$ cat config.mk
export PLATFORM = sky130hd
export DESIGN_NAME = tick_sequencer_flat
export DESIGN_NICKNAME = d
export VERILOG_FILES = /design/src/rtl/tick_sequencer_if.sv /design/src/rtl/tick_sequencer.sv /design/src/flat_wrapper.sv
export SDC_FILE = /design/constraint.sdc
export NUM_CORES = 1
export LEC_CHECK = 0
export BUFFER_PORTS_ARGS = -buffer_cell sky130_fd_sc_hd__buf_2
export CAP_MARGIN = 20
export CORE_UTILIZATION = 45
export CTS_BUF_LIST = sky130_fd_sc_hd__clkbuf_2 sky130_fd_sc_hd__clkbuf_4 sky130_fd_sc_hd__clkbuf_8
export CTS_CLUSTER_SIZE = 14
export DETAILED_ROUTE_END_ITERATION = 8
export PLACE_DENSITY_LB_ADDON = 0.15
export SLEW_MARGIN = 10
export SYNTH_ARGS = -nofsm -noshare
export SYNTH_HDL_FRONTEND = slang
export SYNTH_SLANG_ARGS = --single-unit
$ cat constraint.sdc
create_clock -name Clock -period 4.3 [get_ports Clock]
set_input_delay 0 -clock Clock [delete_from_list [all_inputs] [get_ports Clock]]
set_output_delay 0 -clock Clock [all_outputs]
set_load 0.02 [all_outputs]
$ cat src/rtl/tick_sequencer_if.sv
// rtl/tick_sequencer_if.sv - control/status bundle between a controller and tick_sequencer
interface tick_sequencer_if #(
    parameter int WIDTH = 8
);
    // Controller-driven requests
    logic             Load;
    logic [WIDTH-1:0] Period;
    logic             Start;
    logic             Stop;
    logic             Mode;

    // Sequencer-driven status
    logic             Tick;
    logic             Busy;
    logic             Done;
    logic [WIDTH-1:0] EventCount;

    modport master (
        output Load, Period, Start, Stop, Mode,
        input  Tick, Busy, Done, EventCount
    );

    modport slave (
        input  Load, Period, Start, Stop, Mode,
        output Tick, Busy, Done, EventCount
    );
endinterface

$ cat src/rtl/tick_sequencer.sv
// rtl/tick_sequencer.sv - programmable one-shot/periodic tick generator with event counter
module tick_sequencer #(
    parameter int WIDTH = 8
) (
    input  logic           Clock,
    input  logic           Clear_b,
    tick_sequencer_if.slave bus
);

    typedef enum logic [1:0] {
        IDLE  = 2'd0,
        RUN   = 2'd1,
        PAUSE = 2'd2,
        DONE  = 2'd3
    } state_t;

    state_t           state;
    logic [WIDTH-1:0] period_reg;
    logic [WIDTH-1:0] count;
    logic [WIDTH-1:0] event_count;
    logic             mode_reg;
    logic             tick_r;

    // A Load in the same cycle as Start supplies the period the new run uses
    logic [WIDTH-1:0] start_period;
    logic             start_ok;

    // Resolve the period a new run would start with and whether it is legal
    always_comb begin
        start_period = period_reg;
        if (bus.Load) begin
            start_period = bus.Period;
        end
        start_ok = bus.Start && (start_period != '0);
    end

    // Sequencer state, down-counter, tick pulse and event counter
    always_ff @(posedge Clock or negedge Clear_b) begin
        if (!Clear_b) begin
            state       <= IDLE;
            period_reg  <= '0;
            count       <= '0;
            mode_reg    <= 1'b0;
            event_count <= '0;
            tick_r      <= 1'b0;
        end else begin
            tick_r <= 1'b0;
            case (state)
                IDLE, DONE: begin
                    if (bus.Load) begin
                        period_reg <= bus.Period;
                        if (state == DONE) begin
                            state <= IDLE;
                        end
                    end
                    // Stop has no meaning here; a zero period silently refuses to start
                    if (start_ok) begin
                        count       <= start_period - WIDTH'(1);
                        mode_reg    <= bus.Mode;
                        event_count <= '0;
                        state       <= RUN;
                    end
                end

                RUN: begin
                    // Stop beats an expiry in the same cycle, so Count may pause at zero
                    if (bus.Stop) begin
                        state <= PAUSE;
                    end else if (count != '0) begin
                        count <= count - WIDTH'(1);
                    end else begin
                        tick_r      <= 1'b1;
                        event_count <= event_count + WIDTH'(1);
                        if (mode_reg) begin
                            count <= period_reg - WIDTH'(1);
                        end else begin
                            state <= DONE;
                        end
                    end
                end

                PAUSE: begin
                    // Count is held so total RUN time between ticks stays one period
                    if (bus.Stop) begin
                        state <= IDLE;
                        count <= '0;
                    end else if (bus.Start) begin
                        state <= RUN;
                    end
                end

                default: begin
                    state <= IDLE;
                end
            endcase
        end
    end

    assign bus.Tick       = tick_r;
    assign bus.Busy       = (state == RUN) || (state == PAUSE);
    assign bus.Done       = (state == DONE);
    assign bus.EventCount = event_count;

endmodule

$ cat src/flat_wrapper.sv
// flat-port wrapper written by rule: the top's interface ports become plain ports
module tick_sequencer_flat 
#(
    parameter int WIDTH = 8
)
  (Clock, Clear_b, bus_Load, bus_Period, bus_Start, bus_Stop, bus_Mode, bus_Tick, bus_Busy, bus_Done, bus_EventCount);
  tick_sequencer_if #(.WIDTH(WIDTH)) bus_i ();
  input  logic Clock;
  input  logic Clear_b;
  input wire logic [$bits(bus_i.Load)-1:0] bus_Load;
  input wire logic [$bits(bus_i.Period)-1:0] bus_Period;
  input wire logic [$bits(bus_i.Start)-1:0] bus_Start;
  input wire logic [$bits(bus_i.Stop)-1:0] bus_Stop;
  input wire logic [$bits(bus_i.Mode)-1:0] bus_Mode;
  output wire logic [$bits(bus_i.Tick)-1:0] bus_Tick;
  output wire logic [$bits(bus_i.Busy)-1:0] bus_Busy;
  output wire logic [$bits(bus_i.Done)-1:0] bus_Done;
  output wire logic [$bits(bus_i.EventCount)-1:0] bus_EventCount;
  assign bus_i.Load = bus_Load;
  assign bus_i.Period = bus_Period;
  assign bus_i.Start = bus_Start;
  assign bus_i.Stop = bus_Stop;
  assign bus_i.Mode = bus_Mode;
  assign bus_Tick = bus_i.Tick;
  assign bus_Busy = bus_i.Busy;
  assign bus_Done = bus_i.Done;
  assign bus_EventCount = bus_i.EventCount;
  tick_sequencer #(.WIDTH(WIDTH)) u_core (.Clock(Clock), .Clear_b(Clear_b), .bus(bus_i));
endmodule
# == After elaboration in Yosys (flattened, before gate mapping) ==
# Cells that the tools add are included.
# Widths: inputs -> output; s select.
# totals
memories,0
ff_bits,28
wordCells,57
rom_bits,0
ram_bits,0
latch_bits,0
in_bits,14
# op_classes
shifts,0
reduce_logical,11
mux,23
eq_ne,13
div_mod_pow,0
mul,0
n_lt_le_gt_ge,0
bitwise,0
addsub,4
# ops
operator,n
$mux 8,9
$pmux 8 s3,1
$sub 8x1->8 const B,3
$mux 2,8
$pmux 8 s2,1
$reduce_bool 8->1,2
$ne 3x3->1 const B,3
$add 8x1->8 const B,1
$reduce_and 4->1,2
$ne 2x2->1 const B,3
$ne 3x2->1 const B,2
$pmux 2 s3,1
$reduce_and 5->1,1
$eq 2x2->1 const B,2
$mux 1,3
$ne 3x1->1 const B,1
$eq 2x1->1 const B,1
$logic_not 2->1,1
$ne 2x1->1 const B,1
$reduce_and 2->1,1
$reduce_bool 2->1,1
$reduce_or 2->1,1
$logic_and 1x1->1,1
$logic_or 1x1->1,1

# == Longest topological paths before layout ==
# depth
word_depth,5
ltp_mapped,12

# == Worst setup path before layout ==
# OpenSTA, ideal clock, no wires.
# synth_path
path_kind,reg-to-reg
start,register u_core.state[1]
end,register u_core.count[4]
synth_period_minus_slack_ns,2.375
required_ns,4.167
slack_ns,1.925
path_stages_with_launch,13
n_path_buf,2
setup_ns,0.133
arrival_ns,2.242
path_cell_list,dfrtp_1 > inv_1 > ha_1 > clkbuf_1 > clkbuf_1 > nor2_1 > a311o_1 > inv_1 > ha_1 > inv_1 > nor3_1 > xnor2_1 > o21ai_0
# synth_between
elab_chain_cells,4
# synth_rtl
element,line_no,text
"start, declared",tick_sequencer.sv:17,state_t state;
"start signal, assigned",tick_sequencer.sv:40,state <= IDLE;
"start signal, assigned",tick_sequencer.sv:53,state <= IDLE;
"start signal, assigned",tick_sequencer.sv:61,state <= RUN;
$eq 2x2->1 / $logic_not 2->1 (equally long branches),tick_sequencer.sv:48,case (state)
$reduce_or 2->1,tick_sequencer.sv:48,
$ne 2x1->1 (no source line),--,
$reduce_and 4->1 (no source line),--,
"end signal, assigned",tick_sequencer.sv:58,count <= start_period - WIDTH'(1);
"end signal, assigned",tick_sequencer.sv:70,count <= count - WIDTH'(1);
"end signal, assigned",tick_sequencer.sv:75,count <= period_reg - WIDTH'(1);
"end, declared",tick_sequencer.sv:19,logic [WIDTH-1:0] count;
# Parallel ways exist; a longest one is shown, timed or not.
# A chain may end at the register's enable or synchronous reset.

# == Worst setup path after layout ==
# layout_path
start,register u_core.state[1]
end,"register u_core.event_count[3], in the netlist u_core.bus.EventCount[3]"
# layout_between
elab_chain_cells,4
# layout_rtl
element,line_no,text
$eq 2x2->1 / $logic_not 2->1 (equally long branches),tick_sequencer.sv:48,
$reduce_or 2->1,tick_sequencer.sv:48,
$ne 2x1->1 (no source line) / $reduce_bool 2->1 (equally long branches),--,
$reduce_and 4->1 (no source line),--,
"end signal, assigned",tick_sequencer.sv:73,event_count <= event_count + WIDTH'(1);
"end, declared",tick_sequencer.sv:20,logic [WIDTH-1:0] event_count;
# Parallel ways exist; a longest one is shown, timed or not.

==> flow_summary_export.csv <==
group,metric,value,unit
status,status,"completed",
timing,drv_slew,0,
worst_setup_path,crit_path_start_kind,"flip-flop",
worst_setup_path,cp_num_buf_inv,1,
clock_tree,cts_tree,"yes",
cells_and_area,final_area,2100,µm²
floorplanning,die_area,4270,µm²
job,drv_cap,0,
worst_setup_path,worstPathRequired,4.51,ns
timing,finalSetupTns,0,ns
synthesis,yosysSeqAreaShare,38.8,%
pwr,p_leak,0.917,nW
synthesis,synth_cell_types,47,
cells_and_area,regArea,701,µm²
timing,worst_slew_pin_slew,0.864,ns
worst_setup_path,crit_slowest_cell,"ha_1",
floorplanning,die_h,65.3,µm
synthesis,syn_nets,210,
drt,post_drt_via_cell_ratio,5.59,
timing,rsz0062_at_grt,"false",
clock_tree,cts_resized,0,
floorplanning,core,3740,µm²
worst_setup_path,worstPathMaxFanout,27,
floorplanning,die_w,65.3,µm
clock_tree,post-cts-setup-buffers,0,
drt,drt_iter0_drc,51,
timing,post-route-min-period,2.75,ns
cells_and_area,areaGrowthSynthToFinish,16.6,%
global_routing,grt_pass1_wl,6.72,mm
timing,fmax,0.363,GHz
synthesis,syn_inst,189,
synthesis,ys.flop_type,"dfrtp_1",
min_path,hold_class,"in -> async",
clock_tree,clk_pin_slew_worst_paths,0.10,ns
timing,relSlewSlack,42.4,%
drt,num_vias,1497,
global_routing,grt_max_degree,29,
placement,dp_hpwl,2.81,mm
global_routing,grt-ovfl-total,0,
timing,finClkSkew,0.00901,ns
cells_and_area,layout.nets,242,
floorplanning,rows,22,
drt,wl_met2,1.72,mm
drt,dr_wl_met3,106,µm
placement,finalWeightedCongestion,0.853,
cells_and_area,drive_gt1_share,20.9,%
synthesis,yosysWarnings,0,
synthesis,ys_ff_latch,28,
cells_and_area,antennaDiodeCount,0,
synthesis,syn_area,1800,µm²
worst_setup_path,max_stage_delay,0.73,ns
clock_tree,clk_latency,0.28,ns
worst_setup_path,path_cells,"inv_1 -> ha_1 -> nand3_1 -> o22ai_1 -> o21ai_2 -> or4_1 -> nand2_1",
drt,drtPass1Iterations,4,
clock_tree,numCtsBuffers,3,
placement,io_buffers,24,
global_routing,grt_usage,20.5,%
clock_tree,clock_sinks,28,
worst_setup_path,critical_path.top_delay_family,"simple AND/OR/NAND/NOR gates",
cells_and_area,multi_input_area,1020,µm²
drt,top_layer,"met4",
clock_tree,cts.path.max_buffers,2,
clock_tree,cts_root_buf,"clkbuf_8",
synthesis,syn_avg_cell_area,9.55,µm²
pwr,ir_drop,0.362,mV
timing,period_share,64.0,%
synthesis,synth_edf_count,0,
worst_setup_path,cp.arrival,2.97,ns
drt,drt-met1-wl,1.98,mm
drt,ant_nets,0,
timing,hold_violations,0,
worst_setup_path,worstSetupPathType,"reg -> reg",
pwr,p_per_area,642,nW/µm²
synthesis,async_reset_ff_share,100,%
floorplanning,floorplan.initialDensity,48.2,%
worst_setup_path,endpoint_kind,"flip-flop",
timing,setup_viol,0,
drt,drcViolationCount,0,
drt,routedWlPerCell,14.3,µm
global_routing,grt_pass1_vias,1434,
global_routing,antenna_found_initial,0,
clock_tree,h-tree-depth,1,
placement,placed_cell_area,1940,µm²
drt,drt_wl_total,3.83,mm
cells_and_area,fillers,362,
floorplanning,pin_count,25,
per-layer routing:
metal / up-vias / GRT usage [%]
met2: 22 / 33.0
met1: 706 / 28.4
li1: 767 / -
met4: 0 / 4.62
met5: - / 0
met3: 2 / 4.17
cell type report:
class	count	share of cell area, %
repair buffers	35	10.9
multi-input cells	144	48.7
well taps	48	2.85
flip-flops and latches	28	33.3
clock buffers	4	2.62
inverters	9	1.61
timing repair:
| action | CTS | global route |
|---|---|---|
| endpoints found under the setup margin | 0 | 0 |
| endpoints found under the hold margin | 38 | 0 |
| hold buffers | 11 | 0 |
worst register-to-register path, stage by stage, from the launching register on:
cell	delay, ns
dfrtp_1	0.43
inv_1	0.11
ha_1	0.73
nand3_1	0.28
o22ai_1	0.38
o21ai_2	0.19
or4_1	0.49
nand2_1	0.08
synth_stat cells (3+ instances only):
cell type,n,share of area [%]
xnor2_1,4,1.9
inv_1,9,1.9
and2_1,4,1.4
and2b_1,3,1.2
o211ai_1,4,1.7
nand3_1,6,1.7
a21oi_1,8,2.2
mux2_2,11,6.9
o21ai_0,7,1.9
dfrtp_1,28,39
nor3_1,7,1.9
or4_1,4,1.7
nand2_1,13,2.7
mux2i_1,4,2.2
ha_1,7,4.9
a211oi_1,4,1.7
nor2_1,14,2.9
a31oi_1,7,2.4
clkbuf_1,5,1.0
where the power goes:
group,internal [mW],switching (mW),total (mW)
combinational,0.305,0.430,0.735
clock,0.0820,0.0823,0.164
sequential,0.357,0.0930,0.450
total,0.745,0.606,1.35
kinds of logic after synthesis:
family	after synthesis	share of synthesized area (%)
DFF	28	38.8
and+or+nand+nor	63	18.7
adders and majority gates	7	4.85
AOI/OAI and AO/OA	53	21.2
buffers and inverters	17	4.37
muxes	15	9.08
xor gates and xnor gates	6	2.91
stage by stage:
| step | instances | hold slack (ns) | setup slack [ns] | util (%) | power (mW) |
|---|---|---|---|---|---|
| 3_5_place_dp | 253 | 0.0552 | 1.60 | 51.8 | 1.18 |
| 2_1_floorplan | 189 | -0.296 | 1.92 | - | 1.02 |
| 4_1_cts | 268 | 0.292 | 1.57 | 56.2 | 1.35 |
| 3_3_place_gp | 253 | 0.0409 | 1.69 | 51.8 | 1.16 |
| 5_1_grt | 268 | 0.321 | 1.32 | 56.2 | 1.47 |
| 6_report | 268 | 0.262 | 1.55 | 56.2 | 1.35 |
cell usage in the layout, fill, tap and decap left out, types with 3 or more instances in the layout:
cell type,count
a211oi_1,4
clkbuf_8,4
xnor2_1,4
dlygate4sd3_1,11
a21oi_1,8
buf_2,24
dfrtp_1,28
inv_1,9
or4_1,4
o211ai_1,4
o21ai_0,7
nor2_1,14
nand3_1,6
ha_1,7
and2b_1,3
a31oi_1,7
nor3_1,7
nand2_1,13
and2_1,4
mux2i_1,4
mux2_2,11
worst paths after layout:
| check | startpoint | to | slack (ns) | cells past startpoint |
|---|---|---|---|---|
| worst min-delay path | Clear_b | u_core.bus.EventCount[1] | 0.26 | 2 |
| worst min register to register | u_core.count[2] | u_core.count[2] | 0.55 | 2 |
| worst max-delay path | u_core.state[1] | u_core.bus.EventCount[3] | 1.55 | 7 |
| min in group Clock | bus_Start | u_core.state[0] | 0.29 | 4 |
| max in group asynchronous | Clear_b | u_core.count[5] | 3.63 | 2 |
| worst max register to register | u_core.state[1] | u_core.bus.EventCount[3] | 1.55 | 7 |
Power figures use the tool's default switching activity.
